## config.mk

```make
export PLATFORM = sky130hd
export DESIGN_NAME = fifo_wr_arbiter
export DESIGN_NICKNAME = d
export VERILOG_FILES = /design/src/rtl/fifo_wr_arbiter.sv
export SDC_FILE = /design/constraint.sdc
export NUM_CORES = 1
export LEC_CHECK = 0
export BUFFER_PORTS_ARGS = -buffer_cell sky130_fd_sc_hd__buf_2
export CELL_PAD_IN_SITES_DETAIL_PLACEMENT = 0
export CELL_PAD_IN_SITES_GLOBAL_PLACEMENT = 1
export CORE_AREA = 2 2 58 60
export CTS_CLUSTER_SIZE = 12
export DETAILED_ROUTE_END_ITERATION = 8
export DIE_AREA = 0 0 60 62
export HOLD_SLACK_MARGIN = 0.05
export PLACE_DENSITY_LB_ADDON = 0.1
export SLEW_MARGIN = 20
export SYNTH_ARGS = -nofsm -noshare
export SYNTH_HDL_FRONTEND = slang
export SYNTH_SLANG_ARGS = --single-unit
```

## constraint.sdc

```tcl
create_clock -name wclk -period 1.85 [get_ports wclk]
set_input_delay 0.37 -clock wclk [delete_from_list [all_inputs] [get_ports wclk]]
set_output_delay 0.37 -clock wclk [all_outputs]
set_load 0.05 [all_outputs]
```

## src/rtl/fifo_wr_arbiter.sv

```systemverilog
// fifo_wr_arbiter
// Round-robin write-port arbiter in front of an asynchronous FIFO write side.
// Requesters present words on req/req_data. A grant is taken one cycle after
// a request is seen. The owner then streams words while wfull is low. The
// grant rotates when the owner drops req or reaches the per-grant word limit.
//
// Configuration macro: WARB_BURST_EN
//   defined   -> word limit per grant is BURST_LEN
//   undefined -> word limit per grant is 1 (rotate after every word)
//
// Ports
//   wclk      : clock, all state on rising edge
//   wrst      : synchronous active-high reset
//   req       : per-requester valid
//   req_data  : requester i word in [i*DSIZE +: DSIZE]
//   ack       : per-requester "word written this cycle"
//   wfull     : FIFO full flag
//   winc      : FIFO write enable
//   wdata     : FIFO write data (owner's word)
//   gnt_vld   : a requester owns the write port
//   gnt_id    : index of the owner, valid with gnt_vld
module fifo_wr_arbiter #(
  parameter int unsigned DSIZE     = 8,
  parameter int unsigned NREQ      = 4,
  parameter int unsigned BURST_LEN = 4
) (
  input  logic                          wclk,
  input  logic                          wrst,
  input  logic [NREQ-1:0]               req,
  input  logic [NREQ*DSIZE-1:0]         req_data,
  output logic [NREQ-1:0]               ack,
  input  logic                          wfull,
  output logic                          winc,
  output logic [DSIZE-1:0]              wdata,
  output logic                          gnt_vld,
  output logic [$clog2(NREQ)-1:0]       gnt_id
);

  localparam int unsigned IW = $clog2(NREQ);

`ifdef WARB_BURST_EN
  localparam logic [4:0] LIMIT = 5'(BURST_LEN);
`else
  localparam logic [4:0] LIMIT = 5'd1;
`endif

  typedef enum logic {IDLE, OWN} state_t;

  state_t        state_q,   state_d;
  logic [IW-1:0] gnt_id_q,  gnt_id_d;
  logic [IW-1:0] last_id_q, last_id_d;
  logic [4:0]    beat_q,    beat_d;

  // Round-robin search starting after last_id; last_id itself is tried last,
  // so a released owner is re-granted only when nobody else is requesting.
  logic          found;
  logic [IW-1:0] sel_id;

  always_comb begin
    int unsigned idx;
    found  = 1'b0;
    sel_id = last_id_q;
    idx    = 0;
    for (int unsigned k = 1; k <= NREQ; k++) begin
      idx = (32'(last_id_q) + k) % NREQ;
      if (!found && req[idx[IW-1:0]]) begin
        found  = 1'b1;
        sel_id = idx[IW-1:0];
      end
    end
  end

  // Write-side outputs
  always_comb begin
    ack   = '0;
    wdata = '0;
    if (state_q == OWN && req[gnt_id_q] && !wfull) begin
      ack[gnt_id_q] = 1'b1;
    end
    for (int unsigned i = 0; i < NREQ; i++) begin
      if (gnt_id_q == IW'(i)) begin
        wdata = req_data[i*DSIZE +: DSIZE];
      end
    end
    winc    = |ack;
    gnt_vld = (state_q == OWN);
    gnt_id  = gnt_id_q;
  end

  // Next state
  always_comb begin
    logic rearb;
    state_d   = state_q;
    gnt_id_d  = gnt_id_q;
    last_id_d = last_id_q;
    beat_d    = beat_q;
    rearb     = 1'b0;

    case (state_q)
      IDLE: rearb = 1'b1;
      OWN: begin
        if (winc) begin
          beat_d = beat_q + 5'd1;
        end
        // Release and re-arbitrate on the same edge, so a waiting requester
        // takes over without an idle cycle.
        if (!req[gnt_id_q] || (winc && beat_q == LIMIT - 5'd1)) begin
          rearb = 1'b1;
        end
      end
      default: state_d = IDLE;
    endcase

    if (rearb) begin
      beat_d = '0;
      if (found) begin
        state_d   = OWN;
        gnt_id_d  = sel_id;
        last_id_d = sel_id;
      end else begin
        state_d = IDLE;
      end
    end
  end

  always_ff @(posedge wclk) begin
    if (wrst) begin
      state_q   <= IDLE;
      gnt_id_q  <= '0;
      last_id_q <= IW'(NREQ - 1);
      beat_q    <= '0;
    end else begin
      state_q   <= state_d;
      gnt_id_q  <= gnt_id_d;
      last_id_q <= last_id_d;
      beat_q    <= beat_d;
    end
  end

endmodule

```

== After elaboration in Yosys (flattened, before gate mapping) ==
Index checks and enable logic that the tools add are counted.

* Flip-flop bits (word level): 10
* Input port bits: 39
* Logic and storage cells: 66

* Add/sub/neg operators: 5
* Magnitude comparators: 6
* Equality and inequality tests: 3
* Mux-type cells: 28
* Bitwise operators: 1
* Reductions and logical operators: 19

{| class="wikitable"
|+ Operators by type and width
! cell !! count
|-
| 2-to-1 mux 8 bit || 4
|-
| < comparator 2 x 3 -> 1 bit (second input constant) || 5
|-
| 2-to-1 mux 1 bit || 12
|-
| binary-select mux 1 bit (select 2 bit) || 5
|-
| 2-to-1 mux 2 bit || 4
|-
| logical AND 1 bit || 7
|-
| adder 5 x 1 -> 5 bit (second input constant) || 1
|-
| zero test 1 bit || 5
|-
| zero test 5 bit || 1
|-
| adder 2 x 1 -> 2 bit (second input constant) || 2
|-
| adder 2 bit (second input constant) || 2
|-
| equality test 2 bit (second input constant) || 2
|-
| 2-to-1 mux 4 bit || 1
|-
| AND reduction 2 bit || 2
|-
| OR reduction 4 bit || 1
|-
| demux 1 bit (select 2 bit) || 1
|-
| equality test 2 x 1 -> 1 bit (second input constant) || 1
|-
| greater-or-equal comparator 2 x 1 -> 1 bit (second input constant) || 1
|-
| zero test 2 bit || 1
|-
| case mux 1 bit (2 select lines) || 1
|-
| OR reduction 2 bit || 1
|-
| logical OR 1 bit || 1
|-
| NOT 1 bit || 1
|}

== Depth between registers and ports, before layout ==
* Word-level depth: 14
* Mapped depth: 7
* Gate-level depth less buffers: 6

== Least setup slack after synthesis ==
OpenSTA, ideal clock, no wires.

* Path type: reg2out
* Start point: register gnt_id_q[0], in the netlist gnt_id[0]
* End point: output ack[1]
* Arrival time: 2.847 ns
* Data required time: 1.480 ns
* Path slack: -1.367 ns
* Cell stages (with the launch flop): 6
* Cell sequence: dfxtp_1 -> buf_6 -> mux2i_1 -> o22a_1 -> buf_6 -> nor4b_1

* Longest elaborated chain between the ends: 5

{| class="wikitable"
|+ Ends and longest elaborated chain
! element !! RTL line !! RTL
|-
| start, declared || 50 || <nowiki>logic [IW-1:0] gnt_id_q, gnt_id_d;</nowiki>
|-
| start signal, assigned || 134 || <nowiki>gnt_id_q <= gnt_id_d;</nowiki>
|-
| < comparator 2 x 3 -> 1 bit (implied by the code) (tied with other cells) || 78 || <nowiki>ack[gnt_id_q] = 1'b1;</nowiki>
|-
| logical AND 1 bit (implied by the code) or 2-to-1 mux 1 bit (tied branches) || 78, 77 ||
|-
| 2-to-1 mux 1 bit (implied by the code) or logical AND 1 bit (tied branches) || 78, 77 ||
|-
| demux 1 bit (select 2 bit) or logical AND 1 bit (tied branches) || 78, 77 ||
|-
| 2-to-1 mux 4 bit (*) || 77 || <nowiki>if (state_q == OWN && req[gnt_id_q] && !wfull) begin</nowiki>
|-
| end, declared || 31 || <nowiki>output logic [NREQ-1:0] ack,</nowiki>
|}

Every way passes the cells marked *; elsewhere a longest branch is shown, timed or not. The select of a mux whose other input is x is not followed.

== Worst setup path in the final report ==
Ends and elaborated chain as after synthesis.

==> results.md <==
Timing:
- The final-report hold violation count is 0.
- After layout, the minimum clock period comes to 1.93 ns.
- The number of pins with negative max-slew slack in the final report is 0.
- Setup repair after global routing could not meet its margin everywhere.
- Timing would allow up to 519 MHz.
- Setup violations remaining at the end of the flow were counted as 8.
- The final-layout worst hold slack is 0.332 ns.
- The final period utilization is 1.04.
- After layout, the worst setup slack is -0.0785 ns.
- The slew at the pin closest to its max-slew limit is 0.366 ns.
- Measured against its own limit, the worst slew margin works out to 0.755.
- For the final database, setup skew stands at 0.00700 ns.

Worst setup path:
- The nature of the critical path endpoint is an output pin.
- The type of the worst setup path is flop to output pin.
- The critical path startpoint category is a flop.
- In this run the critical register-to-register path is launched from gnt_id[0]$_SDFFE_PP0P_.
- The worst register-to-register path has a depth of 6.
- STA puts the critical path data required time at 1.48 ns.
- Setup slack on the worst reg-to-reg path comes out at 0.21 ns.
- The worst-path maximum fanout is 5.
- Data arrives at the worst endpoint at 1.56 ns.
- The worst register-to-register path ends at last_id_q[0]$_SDFFE_PP1P_.

Worst hold path:
- The worst hold path begins at wrst.
- The hold path endpoint is gnt_id[1]$_SDFFE_PP0P_.
- The tightest min-delay check is of the input port to flop type.
- The worst hold path passes through 2 cells.

Finish:
- The layout cell share with drive strength beyond 1 is 0.580.
- At the end of the flow the core is filled with cells to 0.441.
- The final-layout fill cell count is 309.
- The post-layout instance count excluding filler cells is 203.
- Summing all multi-input logic gate instances after layout gives 646 um^2.
- The antenna diode instance count is 0.
- For this run, the post-layout net count is 199.
- Compared with the post-synthesis result, the final layout area differs by 64.6%.
- The sequential cell area is 206 um^2.

Synthesis:
- By count the netlist is led by dfxtp_1, nor2_1, a21oi_1, mux4_2, nand2_1.
- Of the post-synthesis cell area, the dominant cell type holds 0.235.
- Yosys printed 0 warnings.
- The async set-or-reset flop fraction in the synthesized netlist is 0.
- The largest area contributor in the synthesized netlist is dfxtp_1.
- The cell count after synthesis is 92.
- By area the synthesized netlist is led by dfxtp_1, mux4_2, mux4_1, nor2_1, xnor2_1.
- Synthesis instantiated 35 different standard cells from the library.
- The net count of the mapped netlist is 133.
- Of the synthesized area, sequential elements account for 0.235.
- The top flip-flop cell by instance count after synthesis is dfxtp_1.
- In this run the cell area of the synthesized design comes to 852 um^2.
- The number of flip-flops and latches in the synthesized netlist is 10.
- The number of enable-type register cells in the synthesized netlist is 0.
- A synthesized cell averages 9.26 um^2.

Place:
- The number of placed instances, taps included is 198.
- The count of input and output buffers is 54.
- The estimated wirelength of the detail-placed design is 1910 um.
- Timing analysis after detailed placement gives a worst setup slack of 0.0170 ns.
- The weighted congestion at the end of routability-driven global placement is 0.675.

Global routing:
- Summed over all layers, the global routing overflow is 0.
- The number of antenna violations at the first check in global routing is 0.
- The wire length of the first global-routing pass is 3440 um.
- The via count of the first global-routing pass came to 807.
- The global router's overall resource usage is 0.121.
- Entering global routing, the biggest net connects 13 pins.

Power:
- The largest voltage drop on the vdd net is 0.302 mV.
- The total leakage power is 0.581 nW.
- In this run the power density over the cells is 720 nW/um^2.

Run status:
- The final reports fail on setup timing.
- The run finished, with violations left.

Floorplan:
- The floorplan step defined a core boundary enclosing 3180 um^2.
- The initial utilization of the core area, before any placement, comes to 0.268.
- The die covers 3720 um^2.
- The floorplan step set the die height to 62 um.
- Row generation in the floorplan step produced 21 rows.
- The die is 60 um wide.
- The I/O pin total is 55.

Routing:
- The total wire length after detailed routing is 2280 um.
- The per-cell via count in the routed design is 4.61.
- The via count is 936.
- The count of nets left with antenna violations after detail routing is 0.
- The iteration count of the initial detailed-routing pass is 4.
- The number of DRC violations after detailed-routing iteration 0 is 13.
- In the final routed layout, each cell accounts on average for 11.3 um.
- In the routed design, unresolved DRC markers number 0.

Job:
- The reported max-cap violation count is 0.

CTS:
- The root buffer selected by CTS is clkbuf_4.
- The count of hold buffers inserted by post-cts repair is 0.
- In this run the number of H-tree levels came out at 1.
- The clock transition at the registers of the reported paths is 0.07 ns.
- Counting every sink on the clock net gives 10.
- In this run the deepest clock path goes through 2 buffers.
- The later-pin clock latency in the skew report is 0.27 ns.
- Buffers inserted during clock tree synthesis total 3.
- The CTS tree is done.
## registers in the layout, summed over array words and instances (netlist names)
name,cells
gnt_vld,1
last_id_q,2
beat_q,5
gnt_id,2
## placed cells by master (no fill, tap or decap), types with 4 or more instances in the layout
| cell | n |
|---|---|
| a21oi_1 | 6 |
| buf_2 | 41 |
| buf_4 | 16 |
| buf_6 | 8 |
| dfxtp_1 | 7 |
| mux4_2 | 8 |
| nand2_1 | 5 |
| nor2_1 | 9 |
| nor2b_1 | 4 |
| nor3_1 | 5 |
| xnor2_1 | 4 |
## kinds of logic (layout without fill, tap and decap cells)
logic type	Yosys count	after routing	share of synthesized area
simple gates	41	41	0.263
compound gates	16	16	0.129
mux	10	10	0.244
flops	10	10	0.235
buf+inv	9	74	0.0587
xor+xnor	4	4	0.0411
fa+ha+maj	2	2	0.0294
## layer usage
metal	track usage	vias to the layer above	routed length, um
met5	0	-	0
met4	0.0381	0	17
met3	0.0331	2	207
met2	0.217	39	1120
met1	0.140	424	936
li1	-	471	-
## final cells by class
| cell class | instances | area share |
|---|---|---|
| multi-input combinational | 73 | 0.460 |
| timing repair buffer | 67 | 0.318 |
| sequential | 10 | 0.147 |
| tap | 46 | 0.0410 |
| clock buffer | 4 | 0.0259 |
| inverter | 3 | 0.00803 |
## worst max-delay path by stage
stage,from,to,slack (ns)
2_1_floorplan,gnt_id[0]$_SDFFE_PP0P_,ack[3],-0.26
3_3_place_gp,req[3],ack[1],0.04
3_5_place_dp,req[2],ack[1],0.02
4_1_cts,gnt_id[0]$_SDFFE_PP0P_,ack[1],-0.12
5_1_grt,gnt_id[0]$_SDFFE_PP0P_,ack[1],-0.19
6_report,gnt_id[0]$_SDFFE_PP0P_,ack[1],-0.08
## repair_timing
action / CTS / global route
endpoints found under the setup margin: 11 / 14
pin swaps: 4 / 1
cloned: 0 / 0
hold endpoints to repair: 0 / 0
setup buffers: 2 / 1
resized for setup: 27 / 2
## power by group
group,internal (W),switching (W),leakage [nW]
Combinational,0.000239,0.000308,0.477
Sequential,0.000234,0.0000299,0.0830
Clock,0.000120,0.0000795,0.0210
## metrics by stage
stage / setup TNS [ns] / total power, W / instance area [um^2]
floorplan: -0.985 / 0.000642 / 905
global placement: 0 / 0.000766 / 1280
detailed placement: 0 / 0.000770 / 1280
CTS: -0.712 / 0.00102 / 1400
global route: -1.23 / 0.00107 / 1400
finish: -0.487 / 0.00101 / 1400
## critical path: stages (launching register included)
cell     delay (ns)
dfxtp_4        0.37
mux2i_1        0.12
o22a_2         0.26
buf_6          0.14
nor4b_4        0.21
buf_6          0.19
Power figures use the tool's default switching activity.
